File: src/rtl/nvdla_cacc_csb_slave.sv
// CSB request buffer and single-outstanding register-file sequencer for CACC.
// Packets are queued (the retiming pipe cannot stall), decoded, issued one at a time, and answered in order.
module nvdla_cacc_csb_slave #(
    parameter int unsigned FIFO_DEPTH = 4,
    parameter logic [21:0] ADDR_BASE  = 22'h0,
    parameter int unsigned ADDR_SPAN  = 1024
) (
    input  logic        nvdla_core_clk,
    input  logic        nvdla_core_rst,
    input  logic        csb2cacc_req_pvld,
    input  logic [62:0] csb2cacc_req_pd,
    output logic        cacc2csb_resp_valid,
    output logic [33:0] cacc2csb_resp_pd,
    output logic        reg_vld,
    output logic        reg_wr,
    output logic [11:0] reg_offset,
    output logic [31:0] reg_wr_data,
    output logic [3:0]  reg_wr_be,
    input  logic        reg_ack,
    input  logic [31:0] reg_rd_data,
    input  logic        reg_err,
    output logic        req_overflow
);

    localparam int unsigned PTR_W = $clog2(FIFO_DEPTH);
    localparam int unsigned CNT_W = PTR_W + 1;
    localparam int unsigned ENT_W = 60;

    typedef enum logic [1:0] {IDLE = 2'd0, ACCESS = 2'd1, RESP = 2'd2} state_t;

    state_t             state_q, state_d;
    logic [ENT_W-1:0]   fifo_mem_q [FIFO_DEPTH];
    logic [CNT_W-1:0]   wr_ptr_q, wr_ptr_d;
    logic [CNT_W-1:0]   rd_ptr_q, rd_ptr_d;
    logic [CNT_W-1:0]   fifo_cnt;
    logic               fifo_full, fifo_empty, push, pop;
    logic               ovf_q, ovf_d;

    logic [ENT_W-1:0]   push_entry, head;
    logic               head_nposted, head_write, head_in_win;
    logic [3:0]         head_wrbe;
    logic [31:0]        head_wdat;
    logic [21:0]        head_addr, head_off;
    logic               unused_req_bits;

    logic               resp_valid_q, resp_valid_d;
    logic [33:0]        resp_pd_q, resp_pd_d;
    logic               reg_vld_q, reg_vld_d;
    logic               reg_wr_q, reg_wr_d;
    logic [11:0]        reg_offset_q, reg_offset_d;
    logic [31:0]        reg_wr_data_q, reg_wr_data_d;
    logic [3:0]         reg_wr_be_q, reg_wr_be_d;
    logic               acc_write_q, acc_write_d;
    logic               acc_nposted_q, acc_nposted_d;

    // level and srcpriv carry no meaning for this slave
    assign unused_req_bits = ^{csb2cacc_req_pd[62:61], csb2cacc_req_pd[56]};

    assign push_entry = {csb2cacc_req_pd[55], csb2cacc_req_pd[54], csb2cacc_req_pd[60:57],
                         csb2cacc_req_pd[53:22], csb2cacc_req_pd[21:0]};

    // Full is judged before this cycle's pop, so a pop never frees a slot for a same-cycle push
    assign fifo_cnt   = wr_ptr_q - rd_ptr_q;
    assign fifo_full  = (fifo_cnt == CNT_W'(FIFO_DEPTH));
    assign fifo_empty = (fifo_cnt == '0);
    assign push       = csb2cacc_req_pvld & ~fifo_full;
    assign pop        = (state_q == IDLE) & ~fifo_empty;

    assign head         = fifo_mem_q[rd_ptr_q[PTR_W-1:0]];
    assign head_nposted = head[59];
    assign head_write   = head[58];
    assign head_wrbe    = head[57:54];
    assign head_wdat    = head[53:22];
    assign head_addr    = head[21:0];
    assign head_off     = head_addr - ADDR_BASE;
    assign head_in_win  = (head_addr >= ADDR_BASE) && ({1'b0, head_off} < 23'(ADDR_SPAN));

    always_comb begin
        wr_ptr_d = wr_ptr_q;
        rd_ptr_d = rd_ptr_q;
        ovf_d    = ovf_q;
        if (push) wr_ptr_d = wr_ptr_q + CNT_W'(1);
        if (pop) rd_ptr_d = rd_ptr_q + CNT_W'(1);
        if (csb2cacc_req_pvld && fifo_full) ovf_d = 1'b1;
    end

    always_ff @(posedge nvdla_core_clk) begin
        if (push) fifo_mem_q[wr_ptr_q[PTR_W-1:0]] <= push_entry;
    end

    // State register
    always_ff @(posedge nvdla_core_clk or posedge nvdla_core_rst) begin
        if (nvdla_core_rst) state_q <= IDLE;
        else                state_q <= state_d;
    end

    // Next-state logic
    always_comb begin
        state_d = state_q;
        case (state_q)
            IDLE:    if (!fifo_empty) state_d = head_in_win ? ACCESS : RESP;
            ACCESS:  if (reg_ack) state_d = RESP;
            RESP:    state_d = IDLE;
            default: state_d = IDLE;
        endcase
    end

    // Output and access-context logic; the response is staged so it is visible while in RESP
    always_comb begin
        resp_valid_d  = 1'b0;
        resp_pd_d     = resp_pd_q;
        reg_vld_d     = reg_vld_q;
        reg_wr_d      = reg_wr_q;
        reg_offset_d  = reg_offset_q;
        reg_wr_data_d = reg_wr_data_q;
        reg_wr_be_d   = reg_wr_be_q;
        acc_write_d   = acc_write_q;
        acc_nposted_d = acc_nposted_q;
        case (state_q)
            IDLE: begin
                if (!fifo_empty) begin
                    acc_write_d   = head_write;
                    acc_nposted_d = head_nposted;
                    reg_wr_d      = head_write;
                    reg_offset_d  = 12'({head_off, 2'b00});
                    reg_wr_data_d = head_wdat;
                    reg_wr_be_d   = head_write ? head_wrbe : 4'h0;
                    reg_vld_d     = head_in_win;
                    if (!head_in_win && (!head_write || head_nposted)) begin
                        resp_valid_d = 1'b1;
                        resp_pd_d    = {head_write, 1'b1, 32'h0};
                    end
                end
            end
            ACCESS: begin
                if (reg_ack) begin
                    reg_vld_d = 1'b0;
                    if (!acc_write_q || acc_nposted_q) begin
                        resp_valid_d = 1'b1;
                        resp_pd_d    = {acc_write_q, reg_err,
                                        (acc_write_q || reg_err) ? 32'h0 : reg_rd_data};
                    end
                end
            end
            default: ;
        endcase
    end

    always_ff @(posedge nvdla_core_clk or posedge nvdla_core_rst) begin
        if (nvdla_core_rst) begin
            wr_ptr_q      <= '0;
            rd_ptr_q      <= '0;
            ovf_q         <= 1'b0;
            resp_valid_q  <= 1'b0;
            resp_pd_q     <= '0;
            reg_vld_q     <= 1'b0;
            reg_wr_q      <= 1'b0;
            reg_offset_q  <= '0;
            reg_wr_data_q <= '0;
            reg_wr_be_q   <= '0;
            acc_write_q   <= 1'b0;
            acc_nposted_q <= 1'b0;
        end else begin
            wr_ptr_q      <= wr_ptr_d;
            rd_ptr_q      <= rd_ptr_d;
            ovf_q         <= ovf_d;
            resp_valid_q  <= resp_valid_d;
            resp_pd_q     <= resp_pd_d;
            reg_vld_q     <= reg_vld_d;
            reg_wr_q      <= reg_wr_d;
            reg_offset_q  <= reg_offset_d;
            reg_wr_data_q <= reg_wr_data_d;
            reg_wr_be_q   <= reg_wr_be_d;
            acc_write_q   <= acc_write_d;
            acc_nposted_q <= acc_nposted_d;
        end
    end

    assign cacc2csb_resp_valid = resp_valid_q;
    assign cacc2csb_resp_pd    = resp_pd_q;
    assign reg_vld             = reg_vld_q;
    assign reg_wr              = reg_wr_q;
    assign reg_offset          = reg_offset_q;
    assign reg_wr_data         = reg_wr_data_q;
    assign reg_wr_be           = reg_wr_be_q;
    assign req_overflow        = ovf_q;

endmodule
File: config.mk
export PLATFORM = sky130hd
export DESIGN_NAME = nvdla_cacc_csb_slave
export DESIGN_NICKNAME = d
export VERILOG_FILES = /design/src/rtl/nvdla_cacc_csb_slave.sv
export SDC_FILE = /design/constraint.sdc
export NUM_CORES = 1
export LEC_CHECK = 0
export ABC_AREA = 1
export CAP_MARGIN = 20
export CORE_ASPECT_RATIO = 1.1
export CORE_MARGIN = 1.5
export CORE_UTILIZATION = 25
export CTS_CLUSTER_DIAMETER = 60
export DETAILED_ROUTE_END_ITERATION = 6
export PLACE_DENSITY = 0.49
export SYNTH_ARGS = -nofsm -noshare
export SYNTH_HDL_FRONTEND = slang
export SYNTH_SLANG_ARGS = --single-unit
File: constraint.sdc
create_clock -name nvdla_core_clk -period 5.96 [get_ports nvdla_core_clk]
set_input_delay 0.596 -clock nvdla_core_clk [delete_from_list [all_inputs] [get_ports nvdla_core_clk]]
set_output_delay 0.596 -clock nvdla_core_clk [all_outputs]
set_load 0.02 [all_outputs]
Yosys cells after proc, flatten, opt, wreduce, memory -nomap -nowiden
Memory sizes are Yosys's and may differ from the RTL's.
Cells that the tools add are included.

word-level totals
  memory bits (writable) = 240
  output and inout bits = 86
  memories = 1
  register bits = 93

cells by class
  equality and inequality tests = 6
  bitwise gates (word level) = 4
  add/sub/neg operators = 3
  mux-type cells = 21
  $lt $le $gt $ge = 2
  reductions and logical operators = 16

memories
  memory      words  width  read ports  clocked after memory_dff  wr ports  line  text
  fifo_mem_q  4      60     1           0                         1         32    logic [ENT_W-1:0] fifo_mem_q [FIFO_DEPTH];

operators with widths
  operator                                                                 count
  34-bit two-way mux                                                       4
  34-bit one-hot mux with 2 select lines                                   1
  32-bit two-way mux                                                       1
  22-bit by 1-bit >= comparator with 1-bit output (second input constant)  1
  22-bit by 11-bit < comparator with 1-bit output (second input constant)  1
  1-bit two-way mux                                                        8
  3-bit by 1-bit adder with 3-bit output (second input constant)           2
  2-bit two-way mux                                                        3
  2-bit != test (second input constant)                                    3
  5-bit AND reduction                                                      1
  4-bit two-way mux                                                        1
  1-bit one-hot mux with 2 select lines                                    2
  2-bit one-hot mux with 2 select lines                                    1
  2-bit AND reduction                                                      2
  3-bit == test (second input constant)                                    1
  1-bit logical AND                                                        3
  1-bit logical NOT                                                        3
  3-bit logical NOT                                                        1
  1-bit logical OR                                                         3
  3-bit AND reduction                                                      1
  3-bit subtractor                                                         1
  1-bit AND                                                                2
  2-bit by 1-bit == test with 1-bit output (second input constant)         1
  2-bit logical NOT                                                        1
  3 further kinds                                                          4

Longest topological paths before layout
An unclocked memory read counts as a cell.

  depth in word-level cells = 8
  depth in mapped cells = 14
  mapped depth without buffers = 12

Worst setup path after synthesis
No wires, ideal clock.

  path type = register -> register
  start point = register rd_ptr_q[1]
  end point = memory fifo_mem_q[3][0], enable pin
  arrival = 4.109 ns
  data required time = 5.479 ns
  cell stages (with the launch flop) = 11
  library setup time = 0.481 ns
  path slack = 1.370 ns
  cell sequence = dfrtp_1 -> inv_2 -> buf_1 -> ha_1 -> inv_1 -> o21bai_1 -> nand2_1 -> nand2_1 -> nand2_1 -> nand2_1 -> nor2_1

between the ends
  longest elaborated chain between the ends = 6

ends and longest elaborated chain
  element                                  line  text
  start: declaration                       34    logic [CNT_W-1:0] rd_ptr_q, rd_ptr_d;
  start signal: assignment                 165   rd_ptr_q <= rd_ptr_d;
  3-bit subtractor                         63    assign fifo_cnt = wr_ptr_q - rd_ptr_q;
  3-bit == test                            64    assign fifo_full = (fifo_cnt == CNT_W'(FIFO_DEPTH));
  1-bit NOT                                66    assign push = csb2cacc_req_pvld & ~fifo_full;
  1-bit AND                                66
  1-bit two-way mux                        88    if (push) fifo_mem_q[wr_ptr_q[PTR_W-1:0]] <= push_entry;
  1-bit two-way mux (implied by the code)  88
  end: declaration                         32

No other way between the ends.

Worst setup path in the final report
  start point = register rd_ptr_q[0]
  end point = memory fifo_mem_q[1][6], enable pin

The elaborated chain is that of the path after synthesis.

==> impl_metrics.csv <==
group,metric,value,unit
synthesis,synth_cell_types,35,
sta,fin_ws,2.526,ns
cts,cts_setup_buffers,0,
synthesis,yosysMostFrequentCell,"nor2_1",
cts,cts-root-buf,"clkbuf_16",
cts,clock-sinks,333,
cts,cts_buffers,42,
sta,max_freq,0.2912,GHz
cts,cts_hold_buf,0,
detailed_routing,drt_wl_total,32990,um
sta,finalCriticalPeriod,3.434,ns
worst_setup_path,critPathRequiredTime,6.13,ns
sta,whs,0.4717,ns
place,gp_congestion,0.7316,
synthesis,ys_ff_latch,333,
synthesis,ys_warn_count,0,
floorplan,dieArea,53940,um2
synthesis,syn_area,13140,um2
worst_setup_path,r2r-start,"rd_ptr_q[0]",
worst_setup_path,cpPeakStageDelay,0.74,ns
place,place_ws,2.466,ns
synthesis,synthFlopType,"edfxtp_1",
worst_setup_path,cp-start-kind,"flip-flop",
cells_and_area,post_route_cells_drive_above_1_share,0.1119,
sta,slew_viol_final,0,
floorplan,die_h,243.4,um
global_routing,grt_max_degree,94,
synthesis,syn_inst,1070,
global_routing,grt_pass1_vias,8267,
worst_setup_path,crit_start,"rd_ptr_q[0]",
detailed_routing,vias,8321,
power_and_ir_drop,cellPowerDensity,516.5,nW/um2
power_and_ir_drop,p_leak,6.341,nW
cts,clk_pin_slew,0.06,ns
synthesis,synth_common_cells,"nor2_1 (277), edfxtp_1 (240), nand2_1 (97), dfrtp_1 (93), o21ai_0 (93)",
sta,worstMarginPinSlew,1.034,ns
sta,tns,0,ns
detailed_routing,firstDrtPassIters,4,
power_and_ir_drop,p_switching,0.003186,W
floorplan,die_x,221.6,um
detailed_routing,drtIter0Drc,510,
sta,period_share,0.5762,
cts,clk_latency,0.56,ns
cells_and_area,n_antenna_cell,0,
floorplan,rows,87,
place,numPortBuffers,180,
global_routing,grt_pass1_wl,50650,um
detailed_routing,avgRoutedWirePerCell,16.89,um
worst_setup_path,criticalPathCategory,"reg -> reg",
synthesis,async_reset_ff_frac,0.2793,
floorplan,ios,186,
detailed_routing,via_per_inst,4.258,
sta,hold_violations,0,
detailed_routing,detail-route-antenna-nets,0,
global_routing,track_usage,0.1232,
worst_setup_path,critPathArrivalTime,3.60,ns
synthesis,post-synth-top-area-cell,"edfxtp_1",
cells_and_area,syn_to_final_growth,29.74,%
worst_setup_path,crit_chain,"ha_1 > nor2_1 > nor2_1 > nand2_1 > nand2_1 > nand2_1 > nand2_1 > nor2_4 > buf_4",
run_status,status,"finished, final reports clean",
cts,cts_tree,"yes",
sta,finClkSkew,0.02648,ns
power_and_ir_drop,power_frac_comb,0.329,
floorplan,start_util,0.2546,
power_and_ir_drop,ir_drop,0.2827,mV
sta,setup_violations,0,
cts,clock_path_buffers,3,
power_and_ir_drop,totalPowerFinal,0.008804,W
worst_setup_path,critPathCaptureType,"flip-flop",
cts,htree_levels,2,
floorplan,core_area,51600,um2
place,detailed_place_hpwl,18520,um
power_and_ir_drop,internal_power,0.005618,W
global_routing,antenna_found_initial,3,
sta,rsz0062_at_grt,"no",
synthesis,syn_avg_cell_area,12.28,um2
synthesis,netlist_top_cells_area,"edfxtp_1 (55%), dfrtp_1 (18%), nor2_1 (7.9%)",
worst_setup_path,critPathSlowestCell,"buf_4",
cells_and_area,nets,1361,
global_routing,grt_overflow,0,
worst_hold_path,hp-class,"reg -> reg",
power_and_ir_drop,pwr-share-clk,0.288,
power_and_ir_drop,p_seq_frac,0.383,
synthesis,synth_seq_area_share,0.7257,
synthesis,synth-edff-count,240,
worst_setup_path,cp_common_cell,"nand2_1",
cts,cts_resized,0,
sta,slew_headroom,0.3092,
detailed_routing,drc,0,
power_and_ir_drop,switching_share,0.3619,
worst_hold_path,hold_start,"req_overflow",
worst_setup_path,crit_path_max_fanout,43,
synthesis,synth_top_area_share,0.5486,
flow_run,maxCapViolations,0,
-- layer usage --
layer,vias up,share of wire,global-route usage
li1,4054,-,-
met2,195,0.45,0.1970
met1,4001,0.46,0.1574
met3,65,0.063,0.03714
met4,6,0.024,0.04472
met5,-,0.0013,0
-- path summary, 6_finish.rpt --
path                                        to  slack [ns]  cells past startpoint
setup / recovery              fifo_mem_q[1][6]        2.53                      9
hold / removal                    req_overflow        0.47                      1
setup reg to reg              fifo_mem_q[1][6]        2.53                      9
hold reg to reg                   req_overflow        0.47                      1
max in group asynchronous          rd_ptr_q[0]        4.23                      3
min in group asynchronous  cacc2csb_resp_pd[6]        0.62                      2
-- power groups by stage --
stage	Combinational [W]	Sequential [W]	Clock, W
after floorplan	0.00174	0.00357	0
after CTS	0.00295	0.00339	0.00263
final	0.00289	0.00337	0.00254
after global routing	0.00323	0.00344	0.00271
after detailed placement	0.00294	0.00343	0
after global placement	0.00293	0.00341	0
-- worst max-delay path: cells and delay by family (launching register included) --
family                   cells  cell delay [ns]
adder cells (fa/ha/maj)      1             0.29
buffers and inverters        1             0.74
flip-flops                   1             0.70
AND/OR/NAND/NOR              7             1.24
-- placed cells by master (no fill, tap or decap), drive strengths merged --
| cell type | synthesis | routed |
|---|---|---|
| xor2 | 4 | 4 |
| nand2 | 101 | 101 |
| o21ai | 95 | 95 |
| clkinvlp | 0 | 2 |
| nand3b | 2 | 2 |
| clkdlybuf4s50 | 0 | 180 |
| or2 | 3 | 3 |
| ha | 7 | 7 |
| inv | 56 | 59 |
| conb | 1 | 2 |
| nand4 | 1 | 1 |
| o21bai | 1 | 1 |
| a31o | 1 | 1 |
| nor3 | 2 | 2 |
| nor2 | 278 | 278 |
| a32o | 4 | 4 |
| dfrtp | 93 | 93 |
| nand3 | 74 | 74 |
| buf | 42 | 16 |
| a31oi | 42 | 42 |
| bufinv | 0 | 4 |
| edfxtp | 240 | 240 |
| clkbuf | 15 | 53 |
| clkinv | 0 | 15 |
| a21oi | 8 | 8 |
-- final cells by class --
class | instances | area, um2
Clock buffer | 53 | 1134
Clock inverter | 24 | 266.5
Fill cell | 5156 | 34550
Inverter | 56 | 216.5
Multi-Input combinational cell | 625 | 3100
Sequential cell | 333 | 9539
Tap cell | 667 | 834.6
Timing Repair Buffer | 196 | 1954
-- registers in the layout, indices dropped and copies added (netlist names) --
signal,flops
acc_nposted_q,1
acc_write_q,1
cacc2csb_resp_pd,34
cacc2csb_resp_valid,1
fifo_mem_q,240
rd_ptr_q,3
reg_offset,10
reg_vld,1
reg_wr_be,4
reg_wr_data,32
req_overflow,1
state_q,2
wr_ptr_q,3
-- metrics by stage --
| stage | instances | area (um2) | util |
|---|---|---|---|
| after floorplan | 1071 | 13140 | - |
| after global placement | 1876 | 15620 | 0.3027 |
| after detailed placement | 1876 | 15620 | 0.3027 |
| after CTS | 1953 | 17020 | 0.3298 |
| after global routing | 1954 | 17050 | 0.3304 |
| final | 1954 | 17050 | 0.3304 |
-- logic make-up (layout without fill, tap and decap cells) --
kind of cell	after synthesis	after routing	share of synthesized area
fa+ha+maj	7	7	0.006666
other cells	1	2	0.0002854
xor+xnor	4	4	0.002666
simple gates	461	461	0.1591
buf+inv	113	329	0.04086
compound gates	151	151	0.06467
flops	333	333	0.7257
(Power assumes the default switching activity.)
